### src/rtl/ram8_bank16_if.sv
// ram8_bank16_if: write/read/clear bus of the eight-word register bank; parity pins exist only with RAM8_PARITY_EN.
interface ram8_bank16_if #(parameter int WIDTH = 16);
  logic             wr_valid;
  logic             wr_ready;
  logic [2:0]       wr_addr;
  logic [WIDTH-1:0] wr_data;
  logic             rd_en;
  logic [2:0]       rd_addr;
  logic [WIDTH-1:0] rd_data;
  logic             rd_valid;
  logic             clr_req;
  logic             busy;
  logic [7:0]       word_valid;
`ifdef RAM8_PARITY_EN
  logic             par_inj;
  logic             rd_perr;
`endif
  modport slave (
`ifdef RAM8_PARITY_EN
    input par_inj, output rd_perr,
`endif
    input wr_valid, wr_addr, wr_data, rd_en, rd_addr, clr_req,
    output wr_ready, rd_data, rd_valid, busy, word_valid
  );
  modport master (
`ifdef RAM8_PARITY_EN
    output par_inj, input rd_perr,
`endif
    output wr_valid, wr_addr, wr_data, rd_en, rd_addr, clr_req,
    input wr_ready, rd_data, rd_valid, busy, word_valid
  );
endinterface

### src/rtl/ram8_bank16.sv
// ram8_bank16: 8x16 register bank with write handshake, 1-cycle registered read and sequenced clear-all.
// Optional macro RAM8_PARITY_EN adds a stored even-parity bit, par_inj and rd_perr.
module ram8_bank16 #(
  parameter int WIDTH = 16
) (
  input logic clk,
  input logic rst_n,
  ram8_bank16_if.slave bus
);
  localparam int DEPTH = 8;
`ifdef RAM8_PARITY_EN
  localparam int MW = WIDTH + 1;
`else
  localparam int MW = WIDTH;
`endif
  typedef enum logic {IDLE, CLEAR} state_t;
  state_t r_state, w_next;
  logic [2:0]       r_ptr;
  logic [MW-1:0]    r_mem [DEPTH];
  logic [DEPTH-1:0] r_wv, w_we;
  logic [WIDTH-1:0] r_rd_data;
  logic             r_rd_valid;
  logic             w_idle, w_wr_ready, w_wr_en, w_rd_en;
  logic [MW-1:0]    w_wword, w_rword;
  assign w_idle     = r_state == IDLE;
  assign w_wr_ready = w_idle && !bus.clr_req;
  assign w_wr_en    = bus.wr_valid && w_wr_ready;
  assign w_rd_en    = w_idle && bus.rd_en;
  assign w_we       = w_wr_en ? DEPTH'(1) << bus.wr_addr : '0;
`ifdef RAM8_PARITY_EN
  logic r_rd_perr;
  assign w_wword     = {^bus.wr_data ^ bus.par_inj, bus.wr_data};
  assign bus.rd_perr = r_rd_perr;
`else
  assign w_wword = bus.wr_data;
`endif
  // write-first bypass when reading the word being written on the same edge
  assign w_rword = (w_wr_en && bus.wr_addr == bus.rd_addr) ? w_wword : r_mem[bus.rd_addr];
  assign bus.wr_ready   = w_wr_ready;
  assign bus.rd_data    = r_rd_data;
  assign bus.rd_valid   = r_rd_valid;
  assign bus.busy       = !w_idle;
  assign bus.word_valid = r_wv;
  always_comb begin
    w_next = r_state;
    w_next = w_idle ? (bus.clr_req ? CLEAR : IDLE) : (r_ptr == 3'd7 ? IDLE : CLEAR);
  end
  always_ff @(posedge clk or negedge rst_n) begin
    if (!rst_n) r_state <= IDLE;
    else r_state <= w_next;
  end
  always_ff @(posedge clk or negedge rst_n) begin
    if (!rst_n) begin
      for (int i = 0; i < DEPTH; i++) r_mem[i] <= '0;
      r_wv       <= '0;
      r_ptr      <= 3'd0;
      r_rd_data  <= '0;
      r_rd_valid <= 1'b0;
`ifdef RAM8_PARITY_EN
      r_rd_perr  <= 1'b0;
`endif
    end else begin
      r_ptr      <= w_idle ? 3'd0 : r_ptr + 3'd1;
      r_rd_valid <= w_rd_en;
      if (w_rd_en) begin
        r_rd_data <= w_rword[WIDTH-1:0];
`ifdef RAM8_PARITY_EN
        r_rd_perr <= ^w_rword;
`endif
      end
      for (int i = 0; i < DEPTH; i++)
        if (w_we[i]) r_mem[i] <= w_wword;
        else if (!w_idle && r_ptr == 3'(i)) r_mem[i] <= '0;
      r_wv <= w_idle ? (r_wv | w_we) : (r_wv & ~(DEPTH'(1) << r_ptr));
    end
  end
endmodule

### src/flat_wrapper.sv
// flat-port wrapper written by rule: the top's interface ports become plain ports
module ram8_bank16_flat 
#(
  parameter int WIDTH = 16
)
  (clk, rst_n, bus_wr_valid, bus_wr_addr, bus_wr_data, bus_rd_en, bus_rd_addr, bus_clr_req, bus_wr_ready, bus_rd_data, bus_rd_valid, bus_busy, bus_word_valid);
  ram8_bank16_if #(.WIDTH(WIDTH)) bus_i ();
  input logic clk;
  input logic rst_n;
  input wire logic [$bits(bus_i.wr_valid)-1:0] bus_wr_valid;
  input wire logic [$bits(bus_i.wr_addr)-1:0] bus_wr_addr;
  input wire logic [$bits(bus_i.wr_data)-1:0] bus_wr_data;
  input wire logic [$bits(bus_i.rd_en)-1:0] bus_rd_en;
  input wire logic [$bits(bus_i.rd_addr)-1:0] bus_rd_addr;
  input wire logic [$bits(bus_i.clr_req)-1:0] bus_clr_req;
  output wire logic [$bits(bus_i.wr_ready)-1:0] bus_wr_ready;
  output wire logic [$bits(bus_i.rd_data)-1:0] bus_rd_data;
  output wire logic [$bits(bus_i.rd_valid)-1:0] bus_rd_valid;
  output wire logic [$bits(bus_i.busy)-1:0] bus_busy;
  output wire logic [$bits(bus_i.word_valid)-1:0] bus_word_valid;
  assign bus_i.wr_valid = bus_wr_valid;
  assign bus_i.wr_addr = bus_wr_addr;
  assign bus_i.wr_data = bus_wr_data;
  assign bus_i.rd_en = bus_rd_en;
  assign bus_i.rd_addr = bus_rd_addr;
  assign bus_i.clr_req = bus_clr_req;
  assign bus_wr_ready = bus_i.wr_ready;
  assign bus_rd_data = bus_i.rd_data;
  assign bus_rd_valid = bus_i.rd_valid;
  assign bus_busy = bus_i.busy;
  assign bus_word_valid = bus_i.word_valid;
  ram8_bank16 #(.WIDTH(WIDTH)) u_core (.clk(clk), .rst_n(rst_n), .bus(bus_i));
endmodule
### config.mk
export PLATFORM = sky130hd
export DESIGN_NAME = ram8_bank16_flat
export DESIGN_NICKNAME = d
export VERILOG_FILES = /design/src/rtl/ram8_bank16_if.sv /design/src/rtl/ram8_bank16.sv /design/src/flat_wrapper.sv
export SDC_FILE = /design/constraint.sdc
export NUM_CORES = 1
export LEC_CHECK = 0
export BUFFER_PORTS_ARGS = -buffer_cell sky130_fd_sc_hd__buf_2
export CORE_MARGIN = 3
export CORE_UTILIZATION = 35
export CTS_CLUSTER_DIAMETER = 60
export DETAILED_ROUTE_END_ITERATION = 10
export PLACE_DENSITY = 0.53
export SYNTH_ARGS = -nofsm -noshare
export SYNTH_HDL_FRONTEND = slang
export SYNTH_SLANG_ARGS = --single-unit
### constraint.sdc
create_clock -name clk -period 3.7 [get_ports clk]
set_clock_uncertainty 0.15 [all_clocks]
set_input_delay 0.74 -clock clk [delete_from_list [all_inputs] [get_ports clk]]
set_output_delay 0.74 -clock clk [all_outputs]
set_load 0.03 [all_outputs]
## Yosys cells after proc, flatten, opt, wreduce, memory -nomap -nowiden

Cells that the tools add are included.

- Add/subtract/negate cells: 1
- Magnitude comparators: 1
- Reductions and logical operators: 22
- Bitwise logic cells: 5
- Div/mod/pow operators: 0
- Multipliers: 0
- Mux-type cells: 26
- Equality and inequality tests: 8
- Shift operators: 2

Operator list:

| cell | number |
|---|---|
| 16-bit 2-to-1 mux | 19 |
| 16-bit binary-select mux with 3-bit select | 1 |
| 8-bit 2-to-1 mux | 2 |
| 2-bit nonzero test | 8 |
| 1-bit by 3-bit left shift with 8-bit output (first input constant) | 2 |
| 3-bit == test (second input constant) | 4 |
| 1-bit logical AND | 12 |
| 8-bit bitwise AND | 1 |
| 8-bit inverter | 1 |
| 8-bit OR | 1 |
| 3-bit by 2-bit == test with 1-bit output (second input constant) | 2 |
| 4-bit >= comparator (second input constant) | 1 |
| 3-bit inverter with 4-bit output | 1 |
| 3-bit by 1-bit adder with 3-bit output (second input constant) | 1 |
| 3-bit by 1-bit == test with 1-bit output (second input constant) | 1 |
| 3-bit == test | 1 |
| 3-bit zero test | 1 |
| 1-bit 2-to-1 mux | 3 |
| 3-bit 2-to-1 mux | 1 |
| 1-bit zero test | 1 |
| 1-bit inverter | 1 |

- Word-level logic and storage cells: 78
- Input bits: 27
- Latch bits: 0
- Memory bits (read-only): 0
- Flip-flop bits (word level): 157
- Memory bits (writable): 0
- Memories: 0

## Longest topological paths before layout

Gate-level depths: netlist of run 1.

- Depth in word-level cells: 6
- Mapped depth: 8
- Mapped depth without buffers: 5

## Worst setup path before layout of run 1

Ideal clock, no wire load.

- Kind: in2reg
- Start point: input bus_clr_req
- End point: register u_core.r_rd_data[0] (netlist: u_core.bus.rd_data[0])
- Arrival time: 2.246 ns
- Buffers on the path: 3
- Stages on the path: 7
- Path slack: 1.178 ns
- Path through: or3b_4 > buf_6 > or4_1 > buf_2 > buf_6 > o21ai_0 > o21ai_1

- Word-level cells in the longest chain between the ends: 5

RTL lines:

| element | RTL line | text |
|---|---|---|
| start: declaration | flat_wrapper.sv:15 | `input wire logic [$bits(bus_i.clr_req)-1:0] bus_clr_req;` |
| 1-bit zero test | ram8_bank16.sv:26 | `assign w_wr_ready = w_idle && !bus.clr_req;` |
| 1-bit logical AND | ram8_bank16.sv:26 |  |
| 1-bit logical AND | ram8_bank16.sv:27 | `assign w_wr_en = bus.wr_valid && w_wr_ready;` |
| 1-bit logical AND | ram8_bank16.sv:38 | `assign w_rword = (w_wr_en && bus.wr_addr == bus.rd_addr) ? w_wword : r_mem[bus.rd_addr];` |
| 16-bit 2-to-1 mux | ram8_bank16.sv:38 |  |
| end signal: assignment | ram8_bank16.sv:66 | `r_rd_data <= w_rword[WIDTH-1:0];` |
| end: declaration | ram8_bank16.sv:21 | `logic [WIDTH-1:0] r_rd_data;` |

No other way between the ends.
A chain may end at the register's enable or synchronous reset.

## Worst setup path in the final report of run 1

- Start point: register u_core.r_state (netlist: u_core.bus.busy)
- End point: register u_core.r_rd_data[4] (netlist: u_core.bus.rd_data[4])

- Word-level cells in the longest chain between the ends: 5

RTL lines:

| element | RTL line | text |
|---|---|---|
| start: declaration | ram8_bank16.sv:17 | `state_t r_state, w_next;` |
| start signal: assignment | ram8_bank16.sv:50 | `else r_state <= w_next;` |
| 1-bit inverter (*) | ram8_bank16.sv:25 | `assign w_idle = r_state == IDLE;` |
| 1-bit logical AND | ram8_bank16.sv:26 |  |
| 1-bit logical AND | ram8_bank16.sv:27 |  |
| 1-bit logical AND | ram8_bank16.sv:38 |  |
| 16-bit 2-to-1 mux | ram8_bank16.sv:38 |  |

Mark *: on every way between the ends. The rest lies on a longest branch, timed or not.

==> results of run 1 <==
[metal layers]
metal  wire length, um  track usage [%]  up-vias
met1              9240             26.3     2747
met2              9610             30.3      163
met4               374             7.00        0
met3              1160             3.92       23
met5                 0                0        -
li1                  -                -     2482
[power by group]
| part | switching [uW] | total [uW] | internal (uW) |
|---|---|---|---|
| Combinational | 927 | 1410 | 479 |
| Sequential | 256 | 2370 | 2110 |
| Clock | 672 | 1860 | 1190 |
| Total | 1860 | 5640 | 3780 |
[through the flow]
step | util [%] | total power (uW)
floorplan | - | 3280
global placement | 38.9 | 3760
detailed placement | 38.9 | 3810
CTS | 42.1 | 5690
global route | 42.1 | 5930
finish | 42.1 | 5640
[placed cells by master (no fill, tap or decap), drive strengths merged, types with 2 or more instances in the layout]
| cell type | netlist | layout |
|---|---|---|
| nand2 | 213 | 213 |
| dfrtp | 157 | 157 |
| o21ai | 96 | 96 |
| buf | 10 | 74 |
| nand3 | 39 | 39 |
| a22o | 32 | 32 |
| mux4 | 32 | 32 |
| clkbuf | 55 | 23 |
| o22ai | 10 | 10 |
| nor2b | 9 | 9 |
| inv | 8 | 8 |
| a211oi | 6 | 6 |
| ha | 6 | 6 |
| nor4 | 5 | 5 |
| a21o | 4 | 4 |
| a21oi | 4 | 4 |
| bufinv | 0 | 4 |
| nor2 | 3 | 3 |
| xor2 | 3 | 3 |
| clkinv | 0 | 3 |
| or4 | 2 | 2 |
| nor3 | 2 | 2 |
| and3 | 2 | 2 |
| o41ai | 2 | 2 |
[synthesized netlist by cell type (all sizes together)]
| library cell | number |
|---|---|
| mux2i | 1 |
| o21ai | 96 |
| a211oi | 6 |
| and2 | 1 |
| a21o | 4 |
| nor2 | 3 |
| a22o | 32 |
| ha | 6 |
| dfrtp | 157 |
| buf | 10 |
| nand3 | 39 |
| or4 | 2 |
| and3 | 2 |
| nor3b | 1 |
| inv | 8 |
| o22ai | 10 |
| o41ai | 2 |
| xor2 | 3 |
| nand2 | 213 |
| a21oi | 4 |
| nor2b | 9 |
| nor3 | 2 |
| or3b | 1 |
| clkbuf | 55 |
| nor4 | 5 |
| mux4 | 32 |
| nand2b | 1 |
[area by class of cell]
type                       count  area share, %
clock buffer                  23           5.85
clock inverter                 7           1.62
inverter                       8          0.360
multi-input combinational    475           35.7
sequential                   157           47.1
tap                          265           3.97
timing repair buffer          74           5.44
[cell families after synthesis]
group                      count (synthesis)
AOI/OAI and AO/OA                        154
xor gates and xnor gates                   3
adders and majority gates                  6
buffers and inverters                     73
DFF                                      157
muxes                                     33
and+or+nand+nor                          279
[state kept, by name, summed over array words and instances (netlist names)]
| signal | cells |
|---|---|
| u_core.bus.busy | 1 |
| u_core.bus.word_valid | 8 |
| u_core.bus.rd_data | 16 |
| u_core.r_mem | 128 |
| u_core.bus.rd_valid | 1 |
| u_core.r_ptr | 3 |
[worst max-delay path by stage]
stage,from,to,slack [ns],depth (start not counted)
2_1_floorplan,bus_clr_req,u_core.bus.rd_data[0]$_DFFE_PN0P_,1.18,7
3_3_place_gp,bus_rd_addr[1],u_core.bus.rd_data[2]$_DFFE_PN0P_,0.83,5
3_5_place_dp,bus_rd_addr[1],u_core.bus.rd_data[4]$_DFFE_PN0P_,0.75,5
4_1_cts,u_core.bus.busy$_DFF_PN0_,u_core.bus.rd_data[4]$_DFFE_PN0P_,1.04,4
5_1_grt,u_core.bus.busy$_DFF_PN0_,u_core.bus.rd_data[2]$_DFFE_PN0P_,0.91,4
6_report,u_core.bus.busy$_DFF_PN0_,u_core.bus.rd_data[4]$_DFFE_PN0P_,1.06,4
==> results.sh, run 1 <==
export IMPL_p_leak_uw=0.00391
export IMPL_finalCriticalPeriod_ns=2.64
export IMPL_cts_resized=0
export IMPL_required_ns=3.89
export IMPL_cts_root_buf="clkbuf_16"
export IMPL_synth_area_sq_um=7190
export IMPL_reg2reg_from="u_core.bus.busy$_DFF_PN0_"
export IMPL_io_pins=54
export IMPL_hp_class="in -> async"
export IMPL_fp_row_count=51
export IMPL_dr_pass1_iters=5
export IMPL_yosysWarnings=0
export IMPL_synthTopCellsByArea="dfrtp_1 (55%), nand2_1 (11%), mux4_2 (10%), o21ai_0 (6.0%), a22o_1 (3.9%)"
export IMPL_fill_cells=1880
export IMPL_crit_top_cell="o21ai_0"
export IMPL_post_cts_setup_buffers=0
export IMPL_layout_drive_gt1_share_pct=19.2
export IMPL_vias_per_cell=5.37
export IMPL_num_vias=5415
export IMPL_postRouteAntennaNets=0
export IMPL_grt_pass1_vias=5645
export IMPL_ys_seq_area_share_pct=54.6
export IMPL_ys_seq_elements=157
export IMPL_rr_endpoint="u_core.bus.rd_data[4]$_DFFE_PN0P_"
export IMPL_seqCellArea_sq_um=3930
export IMPL_die_area_sq_um=22300
export IMPL_antenna_found_initial=0
export IMPL_core_sq_um=19800
export IMPL_powerDensity_nw_per_um2=675
export IMPL_outcome="finished clean"
export IMPL_synthMuxAreaShare_pct=10.2
export IMPL_start_kind="flop"
export IMPL_tns_ns=0
export IMPL_ir_drop_uv=351
export IMPL_postSynthAreaPerCell_sq_um=10.2
export IMPL_grt_util_all_layers_pct=19.2
export IMPL_cts_tree="yes"
export IMPL_clk_latency_ns=0.42
export IMPL_worstRegToRegCells=4
export IMPL_worst_pin_slew_ns=1.01
export IMPL_gp_congestion=0.804
export IMPL_critical_path_cell_chain="or3b_4 -> o41ai_2 -> o21ai_0 -> o21ai_0"
export IMPL_drt_wl_total_mm=20.4
export IMPL_critPathTopFamily="compound AO/OA/AOI/OAI gates"
export IMPL_wl_per_cell_um=20.2
export IMPL_first_iter_violations=494
export IMPL_synthAdderAreaFrac_pct=1.04
export IMPL_cts_hold_fix_buffers=0
export IMPL_synth_compound_area_share_pct=13.2
export IMPL_num_nets_final=766
export IMPL_synth_simple_area_share_pct=16.4
export IMPL_fin_cells=1009
export IMPL_syn_nets=738
export IMPL_yosys_area_top_type="dfrtp_1"
export IMPL_clk_pin_slew_ns=0.06
export IMPL_finalHoldViolCount=0
export IMPL_arrival_ns=2.83
export IMPL_dp_cells=979
export IMPL_fin_area_sq_um=8350
export IMPL_worstSetupEndpointType="flop"
export IMPL_drv_slew=0
export IMPL_slew_headroom_pct=32.4
export IMPL_worstPathMaxFanout=19
export IMPL_netlist_cell_type_count=31
export IMPL_setup_viol=0
export IMPL_drc=0
export IMPL_cpPeakStageDelay_ns=0.83
export IMPL_cts_buffers=17
export IMPL_hpwl_mm=13.3
export IMPL_clk_path_buf_depth=2
export IMPL_diodes=0
export IMPL_grt_pass1_wl_mm=32.5
export IMPL_syn_inst=705
export IMPL_chipHeight_um=149
export IMPL_dpl_cell_area_sq_um=7720
export IMPL_rsz0062_at_grt="false"
export IMPL_grt_max_degree=96
export IMPL_syn2layout_area_growth_pct=16.0
export IMPL_portBuffers=53
export IMPL_place_ws_ns=0.752
export IMPL_grt_overflow_total=0
export IMPL_post_route_period_util_pct=71.4
export IMPL_critPathBufInv=0
export IMPL_reg2reg_slack_ns=1.06
export IMPL_synth_xor_area_share_pct=0.365
export IMPL_clock_sinks=157
export IMPL_max_cap_violations=0
export IMPL_fmax_mhz=379
export IMPL_synth_top_family_by_area="simple AND/OR/NAND/NOR gates"
export IMPL_fin_ws_ns=1.06
export IMPL_worstSetupPathType="reg -> reg"
export IMPL_cts_htree_levels=4
export IMPL_start_util_pct=36.3
export IMPL_multi_input_area_sq_um=2980
export IMPL_die_w_um=149
export IMPL_crit_slowest_cell="o41ai_2"
export IMPL_synth_top_area_share_pct=54.6
export IMPL_hold_slack_ns=0.269
Power figures use the tool's default switching activity.
==> run 2: changes to the inputs <==
PLACE_DENSITY = 0.55   (was 0.53)
clock period = 2.1 ns   (was 3.7 ns; I/O delays follow)
==> run 2 against run 1 <==
Compared with the run above: die area unchanged; largest power group unchanged; sequential share of layout area decreased by 1.7 points; highest routed layer unchanged; global-route usage decreased by 0.19 points; via count increased by 1.0%; sequential power increased by 75%; worst hold slack got worse by 0.11 ns; maximum frequency increased by 30%.
==> results.sh, run 2 (synthesis gave the netlist of run 1 again) <==
export IMPL_layout_drive_gt1_share_pct=22.8
export IMPL_arrival_ns=2.18
export IMPL_rr_endpoint="u_core.bus.rd_data[4]$_DFFE_PN0P_"
export IMPL_clk_path_buf_depth=2
export IMPL_largest_reg_flops=128
export IMPL_grt_util_met1_pct=25.5
export IMPL_clk_latency_ns=0.43
export IMPL_num_vias=5471
export IMPL_worstSetupEndpointType="flop"
export IMPL_ir_drop_uv=626
export IMPL_io_pins=54
export IMPL_clock_sinks=157
export IMPL_worstSetupPathType="reg -> reg"
export IMPL_clk_pin_slew_ns=0.06
export IMPL_cts_buffers=17
export IMPL_finalHoldViolCount=0
export IMPL_required_ns=2.25
export IMPL_holdPathEnd="u_core.r_mem[44]$_DFFE_PN0P_"
export IMPL_worstRegToRegCells=4
export IMPL_grt_pass1_wl_mm=32.2
export IMPL_grt_pass1_vias=5658
export IMPL_grt_busiest_layer="met2"
export IMPL_reg2reg_from="u_core.bus.busy$_DFF_PN0_"
export IMPL_p_leak_uw=0.00406
export IMPL_finalCriticalPeriod_ns=2.02
export IMPL_antenna_found_initial=0
export IMPL_hold_slack_ns=0.162
export IMPL_drv_slew=0
export IMPL_grt_overflow_total=0
export IMPL_outcome="finished clean"
export IMPL_chipHeight_um=149
export IMPL_wl_per_cell_um=19.5
export IMPL_cts_tree="yes"
export IMPL_rsz0062_at_grt="false"
export IMPL_die_w_um=149
export IMPL_worst_pin_slew_ns=0.501
export IMPL_hold_depth=3
export IMPL_vias_per_cell=5.28
export IMPL_post_route_period_util_pct=96.4
export IMPL_regMostFlops="u_core.r_mem"
export IMPL_drc=0
export IMPL_powerDensity_nw_per_um2=1150
export IMPL_portBuffers=53
export IMPL_fmax_mhz=494
export IMPL_worstPathMaxFanout=16
export IMPL_grt_max_degree=50
export IMPL_reg2reg_slack_ns=0.08
export IMPL_cts_htree_levels=4
export IMPL_start_util_pct=36.3
export IMPL_hpwl_mm=13.7
export IMPL_num_nets_final=791
export IMPL_max_cap_violations=0
export IMPL_tns_ns=0
export IMPL_final_cell_mix="nand2_1 (213), dfrtp_1 (156), o21ai_0 (80), buf_2 (52), nand3_1 (39)"
export IMPL_post_cts_setup_buffers=0
export IMPL_final_common_cell="nand2_1"
export IMPL_final_util_pct=43.7
export IMPL_die_area_sq_um=22300
export IMPL_grt_use_met2_pct=31.1
export IMPL_dr_pass1_iters=5
export IMPL_core_sq_um=19800
export IMPL_fp_row_count=51
export IMPL_slew_headroom_pct=66.6
export IMPL_drt_wl_total_mm=20.2
export IMPL_postRouteAntennaNets=0
export IMPL_diodes=0
export IMPL_grt_util_all_layers_pct=19.0
export IMPL_start_kind="flop"
export IMPL_setup_viol=0
export IMPL_first_iter_violations=358
export IMPL_hp_start="bus_wr_data[12]"
export IMPL_hp_class="in -> reg"
export IMPL_grtUsageMet3_pct=3.59
export IMPL_cts_root_buf="clkbuf_16"
export IMPL_gp_congestion=0.795
export IMPL_syn2layout_area_growth_pct=20.4
run 2: area by class of cell:
cell class                      count  area, sq um
Fill cell                        1875        11200
Sequential cell                   157         3930
Multi-Input combinational cell    475         3040
Timing Repair Buffer               99          736
Clock buffer                       20          467
Tap cell                          265          332
Clock inverter                     12          135
Inverter                            8         30.0
run 2: worst max path at each step:
stage	from	end	slack (ns)	cells after the start
global route	u_core.bus.busy$_DFF_PN0_	u_core.bus.rd_data[4]$_DFFE_PN0P_	0.002	5
floorplan	u_core.bus.busy$_DFF_PN0_	u_core.bus.rd_data[10]$_DFFE_PN0P_	-0.20	8
detailed placement	bus_clr_req	u_core.bus.rd_data[4]$_DFFE_PN0P_	-0.04	5
finish	u_core.bus.busy$_DFF_PN0_	u_core.bus.rd_data[4]$_DFFE_PN0P_	0.08	4
CTS	u_core.bus.busy$_DFF_PN0_	u_core.bus.rd_data[4]$_DFFE_PN0P_	0.08	4
global placement	bus_clr_req	u_core.r_mem[122]$_DFFE_PN0P_	-0.009	6
run 2: per-layer routing:
metal  up-vias  routed length, um
met2       167               9800
met1      2733               9020
li1       2542                  -
met4         0                388
met5         -                  0
met3        29                948
run 2: report_power, final:
| group | switching, uW | total (uW) | leakage, uW | internal, uW |
|---|---|---|---|---|
| registers | 425 | 4150 | 0.00215 | 3720 |
| logic | 1700 | 2660 | 0.00162 | 956 |
| clock network | 1270 | 3130 | 0.000285 | 1850 |
run 2: what timing repair did:
action	4_1_cts	5_1_grt
setup endpoints to repair	0	3
hold endpoints to repair	45	0
resized for setup	0	2
hold buffers	1	0
run 2: critical path, stage by stage (launching register included):
cell     delay (ns)
dfrtp_2        0.40
or3b_4         0.46
or4_4          0.57
o22ai_1        0.22
o21ai_0        0.10
run 2: metrics by stage:
stage          instance area [sq um]  instances  total power (uW)  worst slack [ns]
2_1_floorplan                   7250        705              5800            -0.203
3_3_place_gp                    8040       1003              6770          -0.00900
3_5_place_dp                    8040       1003              6860           -0.0406
4_1_cts                         8650       1036             10000            0.0752
5_1_grt                         8660       1036             10400           0.00217
6_report                        8660       1036              9930            0.0755
==> run 3: changes to the inputs <==
CORE_UTILIZATION = 40   (was 35)
GPL_ROUTABILITY_DRIVEN = 0   (was unset)
PLACE_DENSITY = 0.61   (was 0.55)
==> run 3 against run 2 <==
Compared with the run above: cell count fell by 3.9%; routed wire length fell by 1.5%; die area fell by 12%; core utilization rose by 5.5 points; setup slack got worse by 0.029 ns; flip-flop and latch count did not move; worst hold slack got worse by 0.0043 ns; via count rose by 1.6%; combinational power barely moved; critical endpoint unchanged; largest cell class unchanged.
==> results.sh, run 3 (synthesis gave the netlist of run 1 again) <==
export IMPL_hp_class="in -> reg"
export IMPL_holdPathEnd="u_core.r_mem[45]$_DFFE_PN0P_"
export IMPL_clk_pin_slew_ns=0.06
export IMPL_worstRegToRegCells=4
export IMPL_max_cap_violations=0
export IMPL_vias_per_cell=5.58
export IMPL_io_pins=54
export IMPL_arrival_ns=2.19
export IMPL_grt_overflow_total=0
export IMPL_regMostFlops="u_core.r_mem"
export IMPL_fp_row_count=48
export IMPL_cts_htree_levels=4
export IMPL_chipHeight_um=140
export IMPL_wl_per_cell_um=19.9
export IMPL_post_route_period_util_pct=97.8
export IMPL_cpPeakStageDelay_ns=0.58
export IMPL_outcome="finished clean"
export IMPL_die_w_um=140
export IMPL_grt_pass1_vias=5754
export IMPL_setup_viol=0
export IMPL_crit_start="u_core.bus.busy$_DFF_PN0_"
export IMPL_required_ns=2.23
export IMPL_hpwl_mm=13.4
export IMPL_hold_depth=3
export IMPL_ir_drop_uv=623
export IMPL_core_sq_um=17500
export IMPL_start_util_pct=41.2
export IMPL_start_kind="flop"
export IMPL_finalHoldViolCount=0
export IMPL_fmax_mhz=487
export IMPL_antenna_found_initial=0
export IMPL_dpl_cell_area_sq_um=7970
export IMPL_post_cts_setup_buffers=0
export IMPL_hp_start="bus_wr_data[13]"
export IMPL_final_cell_mix="nand2_1 (213), dfrtp_1 (156), o21ai_0 (80), buf_2 (52), nand3_1 (39)"
export IMPL_clk_path_buf_depth=2
export IMPL_cts_root_buf="clkbuf_16"
export IMPL_critical_path_cell_chain="or3b_4 -> or4_4 -> o22ai_2 -> o21ai_0"
export IMPL_fin_area_sq_um=8590
export IMPL_cts_buffers=17
export IMPL_worstSetupPathType="reg -> reg"
export IMPL_rr_endpoint="u_core.bus.rd_data[4]$_DFFE_PN0P_"
export IMPL_rsz0062_at_grt="true"
export IMPL_crit_slowest_cell="or4_4"
export IMPL_worstSetupEndpointType="flop"
export IMPL_num_vias=5557
export IMPL_p_sw_uw=3330
export IMPL_reg2reg_slack_ns=0.05
export IMPL_postRouteAntennaNets=0
export IMPL_slew_headroom_pct=69.3
export IMPL_reg2reg_from="u_core.bus.busy$_DFF_PN0_"
export IMPL_num_nets_final=791
export IMPL_p_leak_uw=0.00405
export IMPL_critPathBufInv=0
export IMPL_diodes=0
export IMPL_die_area_sq_um=19600
export IMPL_worst_pin_slew_ns=0.461
export IMPL_internal_power_uw=6510
export IMPL_drv_slew=0
export IMPL_drc=0
export IMPL_finalCriticalPeriod_ns=2.05
export IMPL_power_total_uw=9840
export IMPL_clk_latency_ns=0.42
export IMPL_critPathTopFamily="simple AND/OR/NAND/NOR gates"
export IMPL_portBuffers=53
export IMPL_syn2layout_area_growth_pct=19.3
export IMPL_first_iter_violations=583
export IMPL_combPwrFrac_pct=26.9
export IMPL_grt_pass1_wl_mm=32.2
export IMPL_layout_drive_gt1_share_pct=22.7
export IMPL_grt_max_degree=55
export IMPL_clock_sinks=157
export IMPL_drt_wl_total_mm=19.9
export IMPL_dr_pass1_iters=5
export IMPL_power_share_clock_pct=31.0
export IMPL_fill_cells=1562
export IMPL_powerDensity_nw_per_um2=1150
export IMPL_final_common_cell="nand2_1"
export IMPL_worstPathMaxFanout=16
export IMPL_swShare_pct=33.8
export IMPL_grt_util_all_layers_pct=21.0
export IMPL_cts_tree="yes"
export IMPL_power_frac_seq_pct=42.1
export IMPL_largest_reg_flops=128
## run 3: changes by cell type in the layout (fill, tap and decap cells not counted), sizes merged
cell,previous run,this run
clkinv,3,4
clkbuf,20,22
inv,11,8
## run 3: through the flow
| stage | utilization (%) | hold WS [ns] | worst slack (ns) | cells | TNS, ns |
|---|---|---|---|---|---|
| floorplan | - | -0.0256 | -0.203 | 705 | -11.38 |
| global placement | 45.6 | 0.231 | 0.00747 | 963 | 0 |
| detailed placement | 45.6 | 0.237 | -0.0692 | 963 | -0.364 |
| CTS | 49.0 | 0.140 | 0.0349 | 996 | 0 |
| global route | 49.1 | 0.153 | -0.00660 | 996 | -0.00660 |
| finish | 49.1 | 0.158 | 0.0461 | 996 | 0 |
## run 3: worst reg2reg max path, delay by kind of cell, from the launching register on
kind	cells	cell delay, ns
AO/OA/AOI/OAI	2	0.33
AND/OR/NAND/NOR	2	1.05
flip-flops	1	0.40
## run 3: timing repair
action,CTS,global route
hold endpoints to repair,44,0
hold buffers,1,0
endpoints found under the setup margin,0,9
resized for setup,0,4
## run 3: how the worst max path moves through the flow
stage | endpoint | slack, ns | cells past startpoint
CTS | u_core.bus.rd_data[4]$_DFFE_PN0P_ | 0.03 | 4
global placement | u_core.bus.rd_data[5]$_DFFE_PN0P_ | 0.007 | 5
global route | u_core.r_mem[119]$_DFFE_PN0P_ | -0.007 | 6
finish | u_core.bus.rd_data[4]$_DFFE_PN0P_ | 0.05 | 4
detailed placement | u_core.bus.rd_data[4]$_DFFE_PN0P_ | -0.07 | 5
floorplan | u_core.bus.rd_data[10]$_DFFE_PN0P_ | -0.20 | 8
## run 3: routing by layer
layer  global-route usage (%)  wire length [um]  vias to the layer above
li1                         -                 -                     2553
met5                        0                 0                        -
met4                     6.48               356                        0
met3                     4.71               967                       21
met1                     29.1              8930                     2802
met2                     33.2              9600                      181
## run 3: power by group through the flow
stage	Combinational [uW]	Clock, uW	Sequential, uW
after floorplan	1370	0	4430
after global placement	2580	0	4140
after detailed placement	2660	0	4180
after CTS	2670	3090	4130
after global routing	2910	3240	4210
final	2650	3050	4140
## run 3: area by class of cell
cell class / count / area (sq um) / area share, %
repair buffers: 99 / 714 / 8.32
clock buffers: 22 / 474 / 5.52
flip-flops and latches: 157 / 3930 / 45.8
well taps: 225 / 282 / 3.28
clock inverters: 10 / 114 / 1.33
multi-input cells: 475 / 3040 / 35.4
inverters: 8 / 30.0 / 0.350
